### config.mk
export PLATFORM = sky130hd
export DESIGN_NAME = inst_decode_pipe
export DESIGN_NICKNAME = d
export VERILOG_FILES = /design/src/rtl/inst_decode_pipe.sv
export SDC_FILE = /design/constraint.sdc
export NUM_CORES = 1
export LEC_CHECK = 0
export ABC_AREA = 0
export BUFFER_PORTS_ARGS = -buffer_cell sky130_fd_sc_hd__buf_2
export CORE_MARGIN = 2
export CORE_UTILIZATION = 50
export DETAILED_ROUTE_END_ITERATION = 7
export MAX_ROUTING_LAYER = met4
export PLACE_DENSITY_LB_ADDON = 0.05
export SETUP_SLACK_MARGIN = 0.05
export SYNTH_ARGS = -nofsm -noshare
export SYNTH_HDL_FRONTEND = slang
export SYNTH_SLANG_ARGS = --single-unit
export TNS_END_PERCENT = 20
### constraint.sdc
create_clock -name clk -period 2.1 [get_ports clk]
set_input_delay 0.42 -clock clk [delete_from_list [all_inputs] [get_ports clk]]
set_output_delay 0.42 -clock clk [all_outputs]
set_load 0.02 [all_outputs]
### src/rtl/inst_decode_pipe.sv
// MIPS-style instruction decoder feeding a DEPTH-entry FIFO of decoded records; head valid 1 cycle after
// accept into an empty buffer. Backpressure: in_ready drops when full or flushing, never depends on out_ready.
module inst_decode_pipe #(
  parameter int DEPTH = 4,
  parameter int CNT_W = 16
) (
  input  logic                     clk,
  input  logic                     rst_n,
  input  logic                     in_valid,
  input  logic [31:0]              in_inst,
  output logic                     in_ready,
  input  logic                     flush,
  input  logic                     out_ready,
  output logic                     out_valid,
  output logic [31:0]              out_onehot,
  output logic [4:0]               out_rs,
  output logic [4:0]               out_rt,
  output logic [4:0]               out_rd,
  output logic [4:0]               out_shamt,
  output logic [31:0]              out_imm,
  output logic [25:0]              out_jidx,
  output logic                     out_illegal,
  output logic [CNT_W-1:0]         illegal_cnt,
  output logic [$clog2(DEPTH):0]   level
);

  localparam int AW = $clog2(DEPTH);
  localparam int LW = AW + 1;

  typedef struct packed {
    logic [31:0] onehot;
    logic [4:0]  rs;
    logic [4:0]  rt;
    logic [4:0]  rd;
    logic [4:0]  shamt;
    logic [31:0] imm;
    logic [25:0] jidx;
    logic        illegal;
  } rec_t;

  rec_t           mem_q [DEPTH];
  rec_t           mem_d [DEPTH];
  logic [AW-1:0]  wr_ptr_q, wr_ptr_d, rd_ptr_q, rd_ptr_d;
  logic [LW-1:0]  level_q, level_d;
  logic [CNT_W-1:0] cnt_q, cnt_d;
  logic           run_q, run_d;
  rec_t           dec, head;
  logic [31:0]    sext, zext;
  logic           push, pop;

  always_comb begin
    dec       = '0;
    dec.rs    = in_inst[25:21];
    dec.rt    = in_inst[20:16];
    dec.rd    = in_inst[15:11];
    dec.shamt = in_inst[10:6];
    dec.jidx  = in_inst[25:0];
    sext      = {{16{in_inst[15]}}, in_inst[15:0]};
    zext      = {16'h0, in_inst[15:0]};
    case (in_inst[31:26])
      6'h00: begin
        case (in_inst[5:0])
          6'h20: dec.onehot[0]  = 1'b1;
          6'h21: dec.onehot[1]  = 1'b1;
          6'h23: dec.onehot[2]  = 1'b1;
          6'h22: dec.onehot[3]  = 1'b1;
          6'h24: dec.onehot[4]  = 1'b1;
          6'h25: dec.onehot[5]  = 1'b1;
          6'h26: dec.onehot[6]  = 1'b1;
          6'h27: dec.onehot[7]  = 1'b1;
          6'h2A: dec.onehot[8]  = 1'b1;
          6'h2B: dec.onehot[9]  = 1'b1;
          6'h00: dec.onehot[10] = 1'b1;
          6'h02: dec.onehot[11] = 1'b1;
          6'h03: dec.onehot[12] = 1'b1;
          6'h04: dec.onehot[13] = 1'b1;
          6'h06: dec.onehot[14] = 1'b1;
          6'h07: dec.onehot[15] = 1'b1;
          6'h08: dec.onehot[16] = 1'b1;
          default: ;
        endcase
      end
      6'h08: begin dec.onehot[17] = 1'b1; dec.imm = sext; end
      6'h09: begin dec.onehot[18] = 1'b1; dec.imm = sext; end
      6'h0C: begin dec.onehot[19] = 1'b1; dec.imm = zext; end
      6'h0D: begin dec.onehot[20] = 1'b1; dec.imm = zext; end
      6'h0E: begin dec.onehot[21] = 1'b1; dec.imm = zext; end
      6'h23: begin dec.onehot[22] = 1'b1; dec.imm = sext; end
      6'h2B: begin dec.onehot[23] = 1'b1; dec.imm = sext; end
      6'h04: begin dec.onehot[24] = 1'b1; dec.imm = sext; end
      6'h05: begin dec.onehot[25] = 1'b1; dec.imm = sext; end
      6'h0A: begin dec.onehot[26] = 1'b1; dec.imm = sext; end
      6'h0B: begin dec.onehot[27] = 1'b1; dec.imm = sext; end
      6'h0F: begin dec.onehot[28] = 1'b1; dec.imm = {in_inst[15:0], 16'h0}; end
      6'h02: dec.onehot[29] = 1'b1;
      6'h03: dec.onehot[30] = 1'b1;
      default: ;
    endcase
    dec.illegal = (dec.onehot == '0);
  end

  // run_q holds in_ready low until the first edge after reset release
  assign in_ready  = run_q && (level_q < LW'(DEPTH)) && !flush;
  assign out_valid = (level_q != '0);
  assign push      = in_valid && in_ready;
  assign pop       = out_valid && out_ready && !flush;
  assign head      = out_valid ? mem_q[rd_ptr_q] : '0;

  assign out_onehot  = head.onehot;
  assign out_rs      = head.rs;
  assign out_rt      = head.rt;
  assign out_rd      = head.rd;
  assign out_shamt   = head.shamt;
  assign out_imm     = head.imm;
  assign out_jidx    = head.jidx;
  assign out_illegal = head.illegal;
  assign illegal_cnt = cnt_q;
  assign level       = level_q;

  always_comb begin
    mem_d    = mem_q;
    wr_ptr_d = wr_ptr_q;
    rd_ptr_d = rd_ptr_q;
    level_d  = level_q;
    cnt_d    = cnt_q;
    run_d    = 1'b1;
    if (push && dec.illegal && (cnt_q != '1)) cnt_d = cnt_q + CNT_W'(1);
    if (flush) begin
      wr_ptr_d = '0;
      rd_ptr_d = '0;
      level_d  = '0;
    end else begin
      if (push) begin
        mem_d[wr_ptr_q] = dec;
        wr_ptr_d        = wr_ptr_q + AW'(1);
      end
      if (pop) rd_ptr_d = rd_ptr_q + AW'(1);
      level_d = level_q + LW'(push) - LW'(pop);
    end
  end

  always_ff @(posedge clk or negedge rst_n) begin
    if (!rst_n) begin
      for (int i = 0; i < DEPTH; i++) mem_q[i] <= '0;
      wr_ptr_q <= '0;
      rd_ptr_q <= '0;
      level_q  <= '0;
      cnt_q    <= '0;
      run_q    <= 1'b0;
    end else begin
      mem_q    <= mem_d;
      wr_ptr_q <= wr_ptr_d;
      rd_ptr_q <= rd_ptr_d;
      level_q  <= level_d;
      cnt_q    <= cnt_d;
      run_q    <= run_d;
    end
  end

endmodule

==> results by group, run 1 <==
Critical path
  – Worst Setup Start Kind: flip-flop
  – CP Depth: 5
  – Delay-heaviest family, CP: multiplexers
  – Worst path max stage delay: 0.51 ns
  – Slowest CP cell: mux4_2
  – Crit Path Max Fanout: 11
  – CP endpoint kind: output pin
  – Type of the worst setup path: reg2out
  – Worst r2r path cells: 9
  – Required @ worst endpoint: 1.68 ns
  – Cells along the critical path: buf_12 -> buf_12 -> mux4_2 -> and2_1 -> buf_2
  – Crit path buf inv count: 3
  – CP dominant cell by count: buf_12
  – Critical Path AT: 2.18 ns

Global routing
  – Initial antenna violation count: 2
  – First-pass GRT wire length: 72700 um
  – Vias in the first global route: 13200
  – Gr usage total: 26.2%
  – Largest net degree at the start of global routing: 77
  – Gr ovfl total: 0

Logic synthesis
  – FF+latch count, synth: 384
  – Ranking of synthesized cells by area: dfrtp_1 (55%), nand2_1 (12%), mux4_2 (12%)
  – Synth Cell Area: 17600 um^2
  – Syn nets: 1799
  – Register area share after synthesis: 54.7%
  – Yosys top cell area share: 54.7%
  – Ys flop type: dfrtp_1
  – Cells after Synth: 1754
  – Ys Warns: 0
  – Netlist cell types: 47
  – Fraction of registers with async set/reset: 100%
  – Synthesized area per cell: 10.0 um^2
  – Yosys top cell by area: dfrtp_1
  – EDFF count, synth: 0

Clocking
  – Clk pin slew, worst setup/hold paths: 0.06 ns
  – Total CTS buffers: 42
  – Clock Sink Count: 384
  – H-tree depth: 2
  – Root buf cell: clkbuf_16
  – Worst-skew pair later-pin latency: 0.53 ns
  – CTS max path bufs: 3
  – Clock tree from TritonCTS: built

Pwr
  – Net Sw Power: 7660 uW
  – Sw Ratio: 31.7%
  – Power per cell area: 1140 nW/um^2
  – Sequential power share: 38.9%
  – VDD IR max: 877 uV
  – Clock share of power: 29.5%
  – Combinational Power Share: 31.6%
  – Int Pwr: 16500 uW
  – P_leak: 0.0102 uW

Outcome
  – Outcome: finished with violations
  – Failing checks: setup timing

Route
  – Detailed-route via count: 13000
  – Initial drt markers: 812
  – Wirelength per Cell: 18.7 um
  – Number of antenna-violating nets in the routed design: 0
  – Via/cell ratio: 5.37
  – # DRC: 0
  – Drt pass-1 iters: 5
  – Post-Route WL: 45000 um

Flow run
  – # Max-Cap Violations: 0

Place
  – Hpwl dp: 29000 um
  – Place WS: -0.0626 ns
  – Port Buffer Count: 167
  – Gpl congestion: 0.821

Floorplanning
  – Die height: 192 um
  – Core area: 34600 um^2
  – Number of I/O pins: 169
  – Initial Utilization: 50.8%
  – Die X: 192 um
  – Row cnt: 68
  – DIE AREA: 36700 um^2

Layout
  – Nets: 1977
  – Final Core Density: 61.5%
  – Number of fillers in the final layout: 2885
  – Area Growth Syn to Fin: 21.0%
  – Layout cells sized above 1: 24.5%

Worst hold path
  – Min-Delay Path Class: in2reg
  – Hold Crit Depth: 3

Timing
  – FMAX: 0.385 GHz
  – Slew @ Worst Pin: 0.532 ns
  – Max-slew violations: 0
  – Final worst slack: -0.500 ns
  – Slew headroom: 64.5%
  – Tcrit/Tclk final: 124%
  – Setup violators final: 113
  – RSZ-0062 raised after global routing: true
  – Setup tns final: -49.70 ns
  – Final Hold Viols: 0
  – Worst Skew: 0.00716 ns
  – Crit path time final: 2.60 ns
[cells in the mapped netlist (4+ instances only)]
master	count
mux4_2	90
nor3_1	7
xor2_1	16
and2_1	95
nand2_1	575
ha_1	7
o21ai_0	199
inv_1	6
clkbuf_1	86
buf_2	34
or3_1	4
nor2_1	86
nand3_1	19
dfrtp_1	384
and3_1	7
buf_4	22
a21oi_1	63
nand3b_1	4
nor2b_1	7
[per-layer routing]
| layer | track usage, % | vias to the layer above | share of wire (%) |
|---|---|---|---|
| met2 | 39.9 | 312 | 47 |
| li1 | - | 6155 | - |
| met3 | 3.05 | 55 | 4.9 |
| met4 | 5.41 | 0 | 1.5 |
| met5 | - | - | 0 |
| met1 | 38.2 | 6439 | 47 |
[flip-flops by register name, indices dropped and copies added (netlist names)]
name and cells:
mem_q 360, illegal_cnt 16, rd_ptr_q 2, run_q 1
level 3, wr_ptr_q 2
[cell usage in the layout (no fill, tap or decap), drive strengths merged, types with 16 or more instances in the layout]
master / count
clkbuf: 61
xor2: 16
and2: 96
a21oi: 63
nand2: 576
nor2: 87
dfrtp: 384
mux4: 90
buf: 280
nand3: 19
o21ai: 199
[timing repair]
action                                 in CTS  in global routing
endpoints found under the hold margin      25                  0
pin swaps                                   0                  1
hold buffers                                1                  0
setup buffers                              10                  7
setup endpoints to repair                 114                161
gates resized for setup                    32                 48
[area by class of cell]
type	count	area, um^2	share of cell area (%)
inverters	6	22.5	0.106
clock inverters	8	67.6	0.317
flip-flops and latches	384	9620	45.2
diodes	1	2.50	0.0118
multi-input cells	1217	7370	34.6
clock buffers	61	1260	5.90
well taps	455	569	2.68
repair buffers	281	2370	11.1
[worst paths after layout]
path	from	end	slack (ns)
worst max-delay path	rd_ptr_q[0]	out_jidx[8]	-0.50
worst min register to register	mem_q[76]	mem_q[76]	0.47
min in group asynchronous	rst_n	mem_q[419]	0.36
worst min-delay path	in_inst[23]	mem_q[76]	0.13
max in group asynchronous	rst_n	mem_q[395]	1.00
worst max register to register	level[2]	level[1]	-0.04
[through the flow]
step	cell area, um^2	hold slack (ns)	cells	total power (uW)
after floorplan	17600	0.124	1754	14300
after global placement	19600	0.319	2325	16600
after detailed placement	19600	0.320	2325	16800
after CTS	21100	0.108	2405	24200
after global routing	21300	0.121	2413	25500
final	21300	0.129	2413	24200
[logic make-up after synthesis]
group / count (synthesis) / synth area share [%]
buffers and inverters: 153 / 4.06
DFF: 384 / 54.7
and+or+nand+nor: 830 / 20.4
other: 2 / 0.0427
adders and majority gates: 8 / 0.612
AOI/OAI and AO/OA: 267 / 7.68
xor gates and xnor gates: 18 / 0.897
muxes: 92 / 11.6
[power groups by stage]
stage	Sequential, uW	Clock [uW]	Combinational, uW
after floorplan	9360	0	4900
after global placement	9490	0	7130
after detailed placement	9520	0	7230
after CTS	9390	7290	7490
after global routing	9540	7580	8340
final	9390	7130	7630
[worst reg2reg max path, stage by stage (launching register included)]
cell and delay [ns]:
dfrtp_2 0.41, or3_4 0.43, nand2_4 0.09, nor2_1 0.05
ha_1 0.26, inv_1 0.06, ha_1 0.14, inv_1 0.05
fa_2 0.51, nor2_1 0.04
(Power assumes the default switching activity.)
==> inputs of run 2 (changes only) <==
--- a/config.mk
+++ b/config.mk
@@ -9,6 +9,7 @@
 export BUFFER_PORTS_ARGS = -buffer_cell sky130_fd_sc_hd__buf_2
 export CORE_MARGIN = 2
 export CORE_UTILIZATION = 50
+export CTS_BUF_LIST = sky130_fd_sc_hd__clkbuf_8 sky130_fd_sc_hd__clkbuf_16
 export DETAILED_ROUTE_END_ITERATION = 7
 export MAX_ROUTING_LAYER = met4
 export PLACE_DENSITY_LB_ADDON = 0.05
==> run 2 against run 1 <==
Compared with the run above: the run still ends with setup timing left; die area unchanged; non-clock buffer count stayed put; global-route usage stayed put; largest cell class unchanged.
==> results by group, run 2 (synthesis gave the netlist of run 1 again) <==
Outcome
  – Outcome: finished with violations
  – Failing checks: setup timing

Pwr
  – Tot Pwr: 24100 uW
  – P_leak: 0.0102 uW
  – Combinational Power Share: 31.7%
  – Net Sw Power: 7660 uW
  – VDD IR max: 869 uV
  – Sw Ratio: 31.8%
  – Clock share of power: 29.4%
  – Power per cell area: 1130 nW/um^2
  – Int Pwr: 16400 uW
  – Sequential power share: 39.0%

Layout
  – Layout cells sized above 1: 24.5%
  – Max reg flops: 360
  – Cell Count, Final, Fillers Out: 2413
  – Number of fillers in the final layout: 2885
  – Area Growth Syn to Fin: 21.0%
  – Reg area: 9620 um^2
  – Reg with most FFs: mem_q
  – Commonest non-fill, non-tap cell in the layout: nand2_1
  – Nets: 1977
  – Most frequent cells in the layout: nand2_1 (569), dfrtp_1 (380), o21ai_0 (199), buf_2 (137), mux4_2 (90)
  – Multi-input gate area: 7370 um^2

Place
  – Place WS: -0.0626 ns
  – Port Buffer Count: 167
  – Placed cell count: 2325
  – Gpl congestion: 0.821
  – Hpwl dp: 29000 um

Critical path
  – Crit Path Max Fanout: 11
  – Required @ worst endpoint: 1.68 ns
  – Worst Setup Start Kind: flip-flop
  – Type of the worst setup path: reg2out
  – Critical Path AT: 2.18 ns
  – CP endpoint kind: output pin

Timing
  – Final Hold Viols: 0
  – Worst Skew: 0.00727 ns
  – Setup violators final: 113
  – Slew headroom: 64.2%
  – Final worst slack: -0.499 ns
  – Max-slew violations: 0
  – Slew @ Worst Pin: 0.536 ns
  – Tcrit/Tclk final: 124%
  – FMAX: 0.385 GHz
  – RSZ-0062 raised after global routing: true
  – Crit path time final: 2.60 ns

Floorplanning
  – DIE AREA: 36700 um^2
  – Die height: 192 um
  – Die X: 192 um
  – Row cnt: 68
  – Initial Utilization: 50.8%
  – Core area: 34600 um^2
  – Number of I/O pins: 169

Flow run
  – # Max-Cap Violations: 0

Global routing
  – First-pass GRT wire length: 72700 um
  – Gr usage total: 26.2%
  – Initial antenna violation count: 2
  – Largest net degree at the start of global routing: 77
  – Vias in the first global route: 13200
  – Gr ovfl total: 0

Worst hold path
  – Min-Delay Path Class: in2reg

Route
  – # DRC: 0
  – Post-Route WL: 45100 um
  – Drt pass-1 iters: 5
  – Via/cell ratio: 5.37
  – Number of antenna-violating nets in the routed design: 0
  – Initial drt markers: 819
  – Detailed-route via count: 13000
  – Wirelength per Cell: 18.7 um

Clocking
  – Total CTS buffers: 42
  – Clock tree from TritonCTS: built
  – Root buf cell: clkbuf_16
  – H-tree depth: 2
  – Clock Sink Count: 384
  – Clk pin slew, worst setup/hold paths: 0.06 ns
  – CTS max path bufs: 3
  – Worst-skew pair later-pin latency: 0.53 ns
[run 2: cell count changes in the layout (fill, tap and decap cells not counted)]
cell / delta
inv_1: +9
clkbuf_1: -9
[run 2: cell type report]
class                   instances  area share (%)
clock inverters                17           0.476
inverters                       6           0.106
flip-flops and latches        384            45.2
well taps                     455            2.68
multi-input cells            1217            34.6
repair buffers                281            11.1
diodes                          1          0.0118
clock buffers                  52            5.74
[run 2: power by group through the flow]
| stage | sequential (uW) | clock (uW) | combinational [uW] |
|---|---|---|---|
| after floorplan | 9360 | 0 | 4900 |
| after global placement | 9490 | 0 | 7130 |
| after detailed placement | 9520 | 0 | 7230 |
| after CTS | 9390 | 7250 | 7490 |
| after global routing | 9540 | 7540 | 8340 |
| final | 9390 | 7080 | 7630 |
[run 2: stage by stage]
stage / hold WS (ns) / util (%) / cell area [um^2] / setup TNS (ns)
finish: 0.127 / 61.5 / 21300 / -49.75
global route: 0.121 / 61.5 / 21300 / -58.25
CTS: 0.108 / 60.9 / 21100 / -54.18
detailed placement: 0.320 / 56.5 / 19600 / -0.295
global placement: 0.319 / 56.5 / 19600 / -0.104
floorplan: 0.124 / - / 17600 / -0.287
[run 2: worst paths after layout]
check | to | cells past startpoint | slack, ns | startpoint
worst min-delay path | mem_q[76] | 3 | 0.13 | in_inst[23]
worst max register to register | level[1] | 9 | -0.04 | level[2]
max in group asynchronous | mem_q[395] | 3 | 1.01 | rst_n
worst max-delay path | out_jidx[8] | 5 | -0.50 | rd_ptr_q[0]
min in group asynchronous | mem_q[419] | 2 | 0.36 | rst_n
worst min register to register | mem_q[76] | 2 | 0.47 | mem_q[76]
[run 2: what timing repair did]
action | in CTS | in global routing
pin swaps | 0 | 1
endpoints found under the hold margin | 25 | 0
hold buffers | 1 | 0
setup buffers | 10 | 7
gates resized for setup | 32 | 48
setup endpoints to repair | 114 | 161
[run 2: critical path, cell delays in order (launching register included)]
cell and delay (ns):
dfrtp_4 0.46, buf_12 0.17, buf_12 0.16, mux4_2 0.51, and2_1 0.18, buf_2 0.16
[run 2: per-layer routing]
| metal | up-vias | track usage (%) | share of wire [%] |
|---|---|---|---|
| met5 | - | - | 0 |
| met4 | 0 | 5.41 | 1.4 |
| met3 | 52 | 3.05 | 4.8 |
| met2 | 344 | 39.9 | 47 |
| met1 | 6409 | 38.2 | 47 |
| li1 | 6162 | - | - |
